<file path="src/rtl/qos_multimode_arbiter.sv">
// Multi-policy N-requester arbiter: fixed, round-robin, class+aging and weighted
// round-robin, with a starvation override and a registered one-hot grant held until accepted.
module qos_multimode_arbiter #(
  parameter int N        = 8,
  parameter int CLASS_W  = 2,
  parameter int AGE_W    = 4,
  parameter int WEIGHT_W = 4,
  parameter int FAIR_K   = 8,
  parameter int IDX_W    = $clog2(N)
) (
  input  logic                             clk,
  input  logic                             reset,
  input  logic [1:0]                       mode,
  input  logic [N-1:0]                     req,
  input  logic [N-1:0][CLASS_W-1:0]        class_prio,
  input  logic [N-1:0][WEIGHT_W-1:0]       weight,
  input  logic                             gnt_ready,
  output logic [N-1:0]                     gnt,
  output logic [IDX_W-1:0]                 gnt_idx,
  output logic                             gnt_valid,
  output logic [N-1:0]                     starve
);

  localparam int          WAIT_W = $clog2(FAIR_K + 1);
  localparam int unsigned N_U    = N;

  typedef enum logic {ARB, GRANT} state_t;
  typedef enum logic [1:0] {M_FIXED = 2'd0, M_RR = 2'd1, M_CLASS_AGE = 2'd2, M_WRR = 2'd3} mode_t;

  state_t                     state, state_n;
  mode_t                      cur_mode, mode_n;
  logic [IDX_W-1:0]           rr_ptr, ptr_n, win, nxt_ptr, gnt_idx_n;
  logic [WEIGHT_W-1:0]        credit, credit_n, cur_credit, wrr_rem;
  logic [N-1:0][AGE_W-1:0]    age, age_n;
  logic [N-1:0][WAIT_W-1:0]   wait_cnt, wait_n;
  logic [N-1:0]               gnt_n, starve_n;
  logic                       gnt_valid_n, xfer, found;
  logic [CLASS_W-1:0]         best_c;
  logic [AGE_W-1:0]           best_a;

  function automatic logic [WEIGHT_W-1:0] eff_w(input logic [WEIGHT_W-1:0] w);
    return (w == '0) ? WEIGHT_W'(1) : w;
  endfunction

  assign xfer = (state == GRANT) && gnt_valid && gnt_ready;

  // Winner from registered state; starvation override has first say in every mode.
  always_comb begin
    win    = '0;
    found  = 1'b0;
    best_c = '0;
    best_a = '0;
    for (int unsigned i = 0; i < N_U; i++) begin
      if (!found && starve[i] && req[i]) begin
        win   = IDX_W'(i);
        found = 1'b1;
      end
    end
    if (!found) begin
      case (mode_t'(mode))
        M_FIXED: begin
          for (int unsigned i = 0; i < N_U; i++) begin
            if (!found && req[i]) begin
              win   = IDX_W'(i);
              found = 1'b1;
            end
          end
        end
        M_CLASS_AGE: begin
          for (int unsigned i = 0; i < N_U; i++) begin
            if (req[i] && (!found || class_prio[i] > best_c ||
                           (class_prio[i] == best_c && age[i] > best_a))) begin
              win    = IDX_W'(i);
              best_c = class_prio[i];
              best_a = age[i];
              found  = 1'b1;
            end
          end
        end
        default: begin
          for (int unsigned k = 0; k < N_U; k++) begin
            if (!found && req[(32'(rr_ptr) + k) % N_U]) begin
              win   = IDX_W'((32'(rr_ptr) + k) % N_U);
              found = 1'b1;
            end
          end
        end
      endcase
    end
  end

  always_comb begin
    state_n     = state;
    mode_n      = cur_mode;
    gnt_n       = gnt;
    gnt_idx_n   = gnt_idx;
    gnt_valid_n = gnt_valid;
    ptr_n       = rr_ptr;
    credit_n    = credit;
    age_n       = age;
    wait_n      = wait_cnt;
    starve_n    = '0;
    // Zero credit only exists before the first WRR transfer: read it as a full quantum.
    cur_credit  = (credit == '0) ? eff_w(weight[rr_ptr]) : credit;
    nxt_ptr     = (32'(gnt_idx) == N_U - 1) ? '0 : gnt_idx + 1'b1;
    wrr_rem     = eff_w(weight[gnt_idx]) - 1'b1;

    case (state)
      ARB: begin
        if (|req) begin
          state_n      = GRANT;
          mode_n       = mode_t'(mode);
          gnt_n        = '0;
          gnt_n[win]   = 1'b1;
          gnt_idx_n    = win;
          gnt_valid_n  = 1'b1;
        end
      end
      GRANT: begin
        if (xfer) begin
          state_n     = ARB;
          gnt_n       = '0;
          gnt_idx_n   = '0;
          gnt_valid_n = 1'b0;
          case (cur_mode)
            M_RR: ptr_n = nxt_ptr;
            M_WRR: begin
              if (gnt_idx == rr_ptr && cur_credit > WEIGHT_W'(1)) begin
                credit_n = cur_credit - 1'b1;
              end else if (gnt_idx == rr_ptr || wrr_rem == '0) begin
                ptr_n    = nxt_ptr;
                credit_n = eff_w(weight[nxt_ptr]);
              end else begin
                ptr_n    = gnt_idx;
                credit_n = wrr_rem;
              end
            end
            default: ;
          endcase
        end
      end
      default: state_n = ARB;
    endcase

    for (int unsigned i = 0; i < N_U; i++) begin
      if (xfer && gnt_idx == IDX_W'(i)) begin
        age_n[i] = '0;
      end else if (req[i] && !(gnt_valid && gnt[i]) && age[i] != '1) begin
        age_n[i] = age[i] + 1'b1;
      end
      if (xfer) begin
        if (gnt_idx == IDX_W'(i) || !req[i]) begin
          wait_n[i] = '0;
        end else if (wait_cnt[i] < WAIT_W'(FAIR_K)) begin
          wait_n[i] = wait_cnt[i] + 1'b1;
        end
      end
      starve_n[i] = (wait_n[i] >= WAIT_W'(FAIR_K));
    end
  end

  always_ff @(posedge clk or negedge reset) begin
    if (!reset) begin
      state     <= ARB;
      cur_mode  <= M_FIXED;
      gnt       <= '0;
      gnt_idx   <= '0;
      gnt_valid <= 1'b0;
      starve    <= '0;
      rr_ptr    <= '0;
      credit    <= '0;
      age       <= '0;
      wait_cnt  <= '0;
    end else begin
      state     <= state_n;
      cur_mode  <= mode_n;
      gnt       <= gnt_n;
      gnt_idx   <= gnt_idx_n;
      gnt_valid <= gnt_valid_n;
      starve    <= starve_n;
      rr_ptr    <= ptr_n;
      credit    <= credit_n;
      age       <= age_n;
      wait_cnt  <= wait_n;
    end
  end

endmodule

</file>
<file path="config.mk">
export PLATFORM = sky130hd
export DESIGN_NAME = qos_multimode_arbiter
export DESIGN_NICKNAME = d
export VERILOG_FILES = /design/src/rtl/qos_multimode_arbiter.sv
export SDC_FILE = /design/constraint.sdc
export NUM_CORES = 1
export LEC_CHECK = 0
export BUFFER_PORTS_ARGS = -buffer_cell sky130_fd_sc_hd__buf_4
export CORE_MARGIN = 1
export CORE_UTILIZATION = 65
export DETAILED_ROUTE_END_ITERATION = 8
export GPL_TIMING_DRIVEN = 0
export HOLD_SLACK_MARGIN = 0.06
export PLACE_DENSITY = 0.94
export SYNTH_ARGS = -nofsm -noshare
export SYNTH_HDL_FRONTEND = slang
export SYNTH_SLANG_ARGS = --single-unit
</file>
<file path="constraint.sdc">
create_clock -name clk -period 18.75 [get_ports clk]
set_clock_uncertainty 0.1 [all_clocks]
set_input_delay 1.875 -clock clk [delete_from_list [all_inputs] [get_ports clk]]
set_output_delay 1.875 -clock clk [all_outputs]
set_load 0.01 [all_outputs]
</file>
# [After elaboration in Yosys (flattened, before gate mapping)]
# Index checks and enable logic that the tools add are counted.
[word_totals] regBits=94 out_inout_bits=20
[op_classes] muxes=232 n_eq_ne=29 reduce_logical=176 addsub=26 n_lt_le_gt_ge=46 bitwise_logic=1
[ops] operator="4-bit 2-to-1 mux" n=70
[ops] operator="3-bit 2-to-1 mux" n=34
[ops] operator="1-bit 2-to-1 mux" n=85
[ops] operator="1-bit logical AND" n=83
[ops] operator="4-bit by 1-bit adder with 4-bit output, second input constant" n=16
[ops] operator="3-bit by 4-bit less-than comparator with 1-bit output, second input constant" n=12
[ops] operator="2-bit 2-to-1 mux" n=23
[ops] operator="1-bit zero test" n=45
[ops] operator="4-bit binary-select mux with 3-bit select" n=3
[ops] operator="4-bit >= comparator, second input constant" n=8
[ops] operator="4-bit less-than comparator, second input constant" n=8
[ops] operator="4-bit inequality test, second input constant" n=8
[ops] operator="4-bit greater-than comparator" n=7
[ops] operator="1-bit logical OR" n=25
[ops] operator="1-bit binary-select mux with 3-bit select" n=8
[ops] operator="4-bit zero test" n=5
[ops] operator="3-bit case mux with 2 select lines" n=3
[ops] operator="2-bit nonzero test" n=9
[ops] operator="8-bit 2-to-1 mux" n=2
[ops] operator="8-bit case mux with 2 select lines" n=1
[ops] operator="2-bit == test" n=7
[ops] operator="2-bit greater-than comparator" n=7
[ops] operator="3-bit adder, second input constant" n=4
[ops] operator="3-bit == test, second input constant" n=4
[ops] operator="other kinds (23)" n=33

# [Depth between registers and ports, before layout]
[depth] word_depth=92 depth_mapped=66 mapped_depth_nobuf=61

# [Worst setup path before layout]
# OpenSTA, ideal clock, no wires.
[synth_timing] kind="input to register" startpoint="input req[4]" endpoint="register gnt[4]" n_path_buf=5 stages=62 t_required_ns=18.528 arrival_ns=13.366 setup_time_ns=0.122 slack_ns=5.163 cell_sequence="buf_2 -> a22o_1 -> nor4_4 -> o21a_1 -> nand2_1 -> ha_1 -> nor2b_1 -> o211ai_1 -> a21oi_1 -> o31ai_2 -> mux2_2 -> ha_1 -> nand4_1 -> o21ai_0 -> a211oi_1 -> a31oi_4 -> clkbuf_1 -> nor2_1 -> [... 26 more ...] -> a31oi_1 -> a21oi_1 -> ha_1 -> nand4_1 -> o21ai_0 -> a211oi_1 -> o21bai_1 -> nor2_1 -> a221oi_1 -> ha_1 -> nor2b_1 -> o211ai_1 -> a21oi_1 -> a311oi_1 -> or3b_2 -> o211ai_1 -> a211oi_2 -> a32o_1"
[synth_between] elab_chain_cells=76 word_cells_on_any_way=265
[synth_rtl] item="start, declared" line="14" text="input logic [N-1:0] req,"
[synth_rtl] item="1-bit logical AND" line="54" text="if (!found && starve[i] && req[i]) begin"
[synth_rtl] item="1-bit 2-to-1 mux" line="54"
[synth_rtl] item="1-bit zero test" line="54"
[synth_rtl] item="1-bit logical AND (2 in series)" line="54"
[synth_rtl] item="1-bit 2-to-1 mux" line="54"
[synth_rtl] item="1-bit zero test" line="54"
[synth_rtl] item="1-bit logical AND (2 in series)" line="54"
[synth_rtl] item="1-bit 2-to-1 mux" line="54"
[synth_rtl] item="[... 58 more ...]"
[synth_rtl] item="3-bit case mux with 2 select lines" line="60" text="case (mode_t'(mode))"
[synth_rtl] item="3-bit 2-to-1 mux" line="59" text="if (!found) begin"
[synth_rtl] item="3-bit by 4-bit less-than comparator with 1-bit output (not written as such) or 3-bit by 1-bit >= comparator with 1-bit output (tied branches)" line="114" text="gnt_n[win] = 1'b1;"
[synth_rtl] item="1-bit logical AND (not written as such)" line="114"
[synth_rtl] item="1-bit 2-to-1 mux (not written as such)" line="114"
[synth_rtl] item="1-bit demux with 3-bit select" line="114"
[synth_rtl] item="8-bit 2-to-1 mux" line="110" text="if (|req) begin"
[synth_rtl] item="8-bit case mux with 2 select lines" line="108" text="case (state)"
[synth_rtl] item="end signal, assigned" line="177" text="gnt <= gnt_n;"
[synth_rtl] item="end, declared" line="18" text="output logic [N-1:0] gnt,"
# Several ways; a longest one is shown, not always the timed one. The select of a mux whose other input is x is not followed.
# A chain may end at the register's enable or synchronous reset.

# [Worst setup path in the final report]
[layout_timing] startpoint="input req[0]" endpoint="register gnt[5]"
[layout_between] elab_chain_cells=92 word_cells_on_any_way=284
[layout_rtl] item="1-bit logical AND" line="54"
[layout_rtl] item="1-bit 2-to-1 mux" line="54"
[layout_rtl] item="1-bit zero test" line="54"
[layout_rtl] item="1-bit logical AND (2 in series)" line="54"
[layout_rtl] item="1-bit 2-to-1 mux" line="54"
[layout_rtl] item="1-bit zero test" line="54"
[layout_rtl] item="1-bit logical AND (2 in series)" line="54"
[layout_rtl] item="1-bit 2-to-1 mux" line="54"
[layout_rtl] item="[... 74 more ...]"
[layout_rtl] item="3-bit case mux with 2 select lines" line="60"
[layout_rtl] item="3-bit 2-to-1 mux" line="59"
[layout_rtl] item="3-bit by 4-bit less-than comparator with 1-bit output (not written as such) or 3-bit by 1-bit >= comparator with 1-bit output (tied branches)" line="114"
[layout_rtl] item="1-bit logical AND (not written as such)" line="114"
[layout_rtl] item="1-bit 2-to-1 mux (not written as such)" line="114"
[layout_rtl] item="1-bit demux with 3-bit select" line="114"
[layout_rtl] item="8-bit 2-to-1 mux" line="110"
[layout_rtl] item="8-bit case mux with 2 select lines" line="108"
# Several ways; a longest one is shown, not always the timed one. The select of a mux whose other input is x is not followed.

==> metrics.yaml <==
status:
  status: "finished clean"
critical_path:
  cp_common_cell: "ha_1"
  cp-end-kind: "register"
  cpPeakStageDelay_ns: 0.60
  crit_path_start: "req[0]"
  cp_data_required_time_ns: 18.90
  timing_worst_setup_path_type: "input port to register"
  arrival_ns: 16.74
  startpoint_type: "input port"
  crit_fanout: 10
  crit_path_top_delay_cell: "nor4_4"
layout:
  nets: 1168
  fillers: 891
  instances_no_fill: 1214
  area_delta_synth_final_pct: 12.84
  layout-drive-gt1-share_pct: 17.48
yosys:
  synth_top_area_cell: "dfrtp_1"
  synth.avg_cell_area_um2: 9.038
  synth_edf_count: 0
  synth_cells: 948
  netlist.area_leader.share_pct: 27.16
  synth.most_common_cell: "nand2_1"
  ys_seq_area_share_pct: 27.16
  syn_nets: 1080
  synth-seq-cells: 93
  yosysWarnings: 0
  synthFlopType: "dfrtp_1"
  netlist_top_cells_area: "dfrtp_1 (27%), ha_1 (10%), mux4_2 (9.2%), mux2i_1 (5.6%), nand2_1 (4.6%)"
  async_flop_share_pct: 100.0
  synth_area_um2: 8568
  synthDistinctLibCells: 77
  synthTopCellsByCount: "nand2_1 (106), dfrtp_1 (93), nor2_1 (87)"
min_path:
  min_path_type: "register to register"
  min_from: "wait_cnt[30]"
timing:
  worst_pin_slew_ns: 1.289
  setup_tns_ns: 0
  finalHoldViolations: 0
  fin_crit_ns: 16.60
  max_freq_ghz: 0.06026
  setup_viol: 0
  slew_viol_final: 0
  rsz0062_at_grt: "no"
  maxSlewHeadroom_pct: 11.83
  period_share_pct: 88.51
route:
  first_iter_violations: 1151
  dr.pass1.iters: 7
  vias_per_cell: 7.053
  drt.antenna.violating_nets: 0
  vias: 8562
  drc: 0
  finalWirelength_um: 25710
  wl_per_cell_um: 21.17
global_routing:
  grt_pass1_wl_um: 41080
  grt_usage_pct: 39.61
  grt-ovfl-total: 0
  grt_pass1_vias: 8233
  antenna_found_initial: 0
  grt_max_degree: 94
clocking:
  ctsHoldBuffers: 0
  clkLatencyLatePin_ns: 0.36
  cts.sink_count: 93
  cts-root-buf: "clkbuf_16"
  postCtsSetupBuffers: 0
  htreeDepth: 3
  clockBufferDepth: 2
  cts_resized: 0
  cts_buffers: 9
  cts_tree: "done"
  clkTransAtPathRegs_ns: 0.07
die:
  coreArea_um2: 12720
  die_height_um: 116.8
  pin_count: 81
  fp.dieW_um: 116.8
  die-area_um2: 13640
  row_count: 41
  start_util_pct: 67.35
placed_design:
  port_buffers: 77
  gp_congestion: 0.9914
  dp_hpwl_um: 18720
  placed_cells: 1197
power_and_ir_drop:
  p_comb_share_pct: 67.7
  power_switching_mw: 0.8885
  ir_drop_v: 0.0001073
  power.density_nw_per_um2: 184.1
  finalPower_mw: 1.780
  power.internal_mw: 0.8911
  clkPwrFrac_pct: 10.6
  leakagePower_nw: 4.445
  power.share.sequential_pct: 21.7
  p_sw_share_pct: 49.93
run:
  maxCapViolCount: 0
[cell type report]
type / instances / area, um^2 / area share (%)
inverters: 52 / 195.2 / 2.019
repair buffers: 77 / 578.1 / 5.979
diodes: 1 / 2.502 / 0.02588
well taps: 172 / 215.2 / 2.226
flip-flops and latches: 93 / 2327 / 24.07
clock inverters: 6 / 65.06 / 0.6730
clock buffers: 10 / 239.0 / 2.472
multi-input cells: 755 / 5829 / 60.30
plain buffers: 48 / 216.5 / 2.239
[cell families after synthesis]
logic type	count (synthesis)	share of synthesized area, %
adder cells (fa/ha/maj)	71	10.37
AND/OR/NAND/NOR	293	16.06
AO/OA/AOI/OAI	248	19.85
multiplexers	102	17.39
buffers and inverters	100	4.804
XOR/XNOR	41	4.366
flip-flops	93	27.16
[registers in the layout (all words and copies together), names as in the netlist, named ones only]
signal / count
credit: 4
gnt_valid: 1
cur_mode: 2
gnt: 8
gnt_idx: 3
state: 1
starve: 7
age: 32
rr_ptr: 3
wait_cnt: 28
[through the flow]
step	cell area, um^2	setup WS [ns]	hold WS (ns)	util, %
6_report	9668	2.155	0.3977	75.99
5_1_grt	9666	1.322	0.4208	75.97
3_3_place_gp	9361	3.062	0.3670	73.58
2_1_floorplan	8568	5.163	0.3453	-
4_1_cts	9666	2.696	0.3933	75.97
3_5_place_dp	9361	2.722	0.3819	73.58
[layer usage]
layer / part of all wire [%] / GRT usage, % / vias up / wire [um]
li1: - / - / 3719 / -
met1: 37 / 50.19 / 3947 / 9431
met2: 45 / 60.20 / 702 / 11610
met3: 12 / 10.66 / 194 / 2973
met4: 6.6 / 25.57 / 0 / 1690
met5: 0 / 0 / - / 0
[cells in the final DEF (no fill, tap or decap), drive strengths merged, types with 21 or more instances in the layout]
cell type	instances
dfrtp	93
clkbuf	34
mux4	35
a31oi	21
inv	56
o21ai	45
a21oi	54
nor2	87
nand2	107
buf	101
mux2i	48
ha	71
xor2	22
[power by group through the flow]
stage               Sequential [mW]  Clock [mW]  Combinational [mW]
global route                  0.394       0.198                1.32
finish                        0.386       0.189                1.20
floorplan                     0.360           0               0.882
detailed placement            0.383           0                1.15
CTS                           0.381       0.188                1.17
global placement              0.378           0                1.09
[worst max-delay path: cells and delay by family]
kind / cells / cell delay [ns]
AO/OA/AOI/OAI: 32 / 8.47
adder cells (fa/ha/maj): 7 / 2.09
buffers and inverters: 8 / 1.20
multiplexers: 1 / 0.42
AND/OR/NAND/NOR: 14 / 2.63
[path summary, 6_finish.rpt]
check / cells past startpoint / to / slack (ns)
worst max-delay path: 62 / gnt[5] / 2.15
worst min-delay path: 1 / wait_cnt[30] / 0.40
worst max register to register: 61 / gnt[5] / 3.28
worst min register to register: 1 / wait_cnt[30] / 0.40
max in group asynchronous: 1 / gnt_idx[0] / 16.12
min in group asynchronous: 1 / age[16] / 1.62
(Power assumes the default switching activity.)
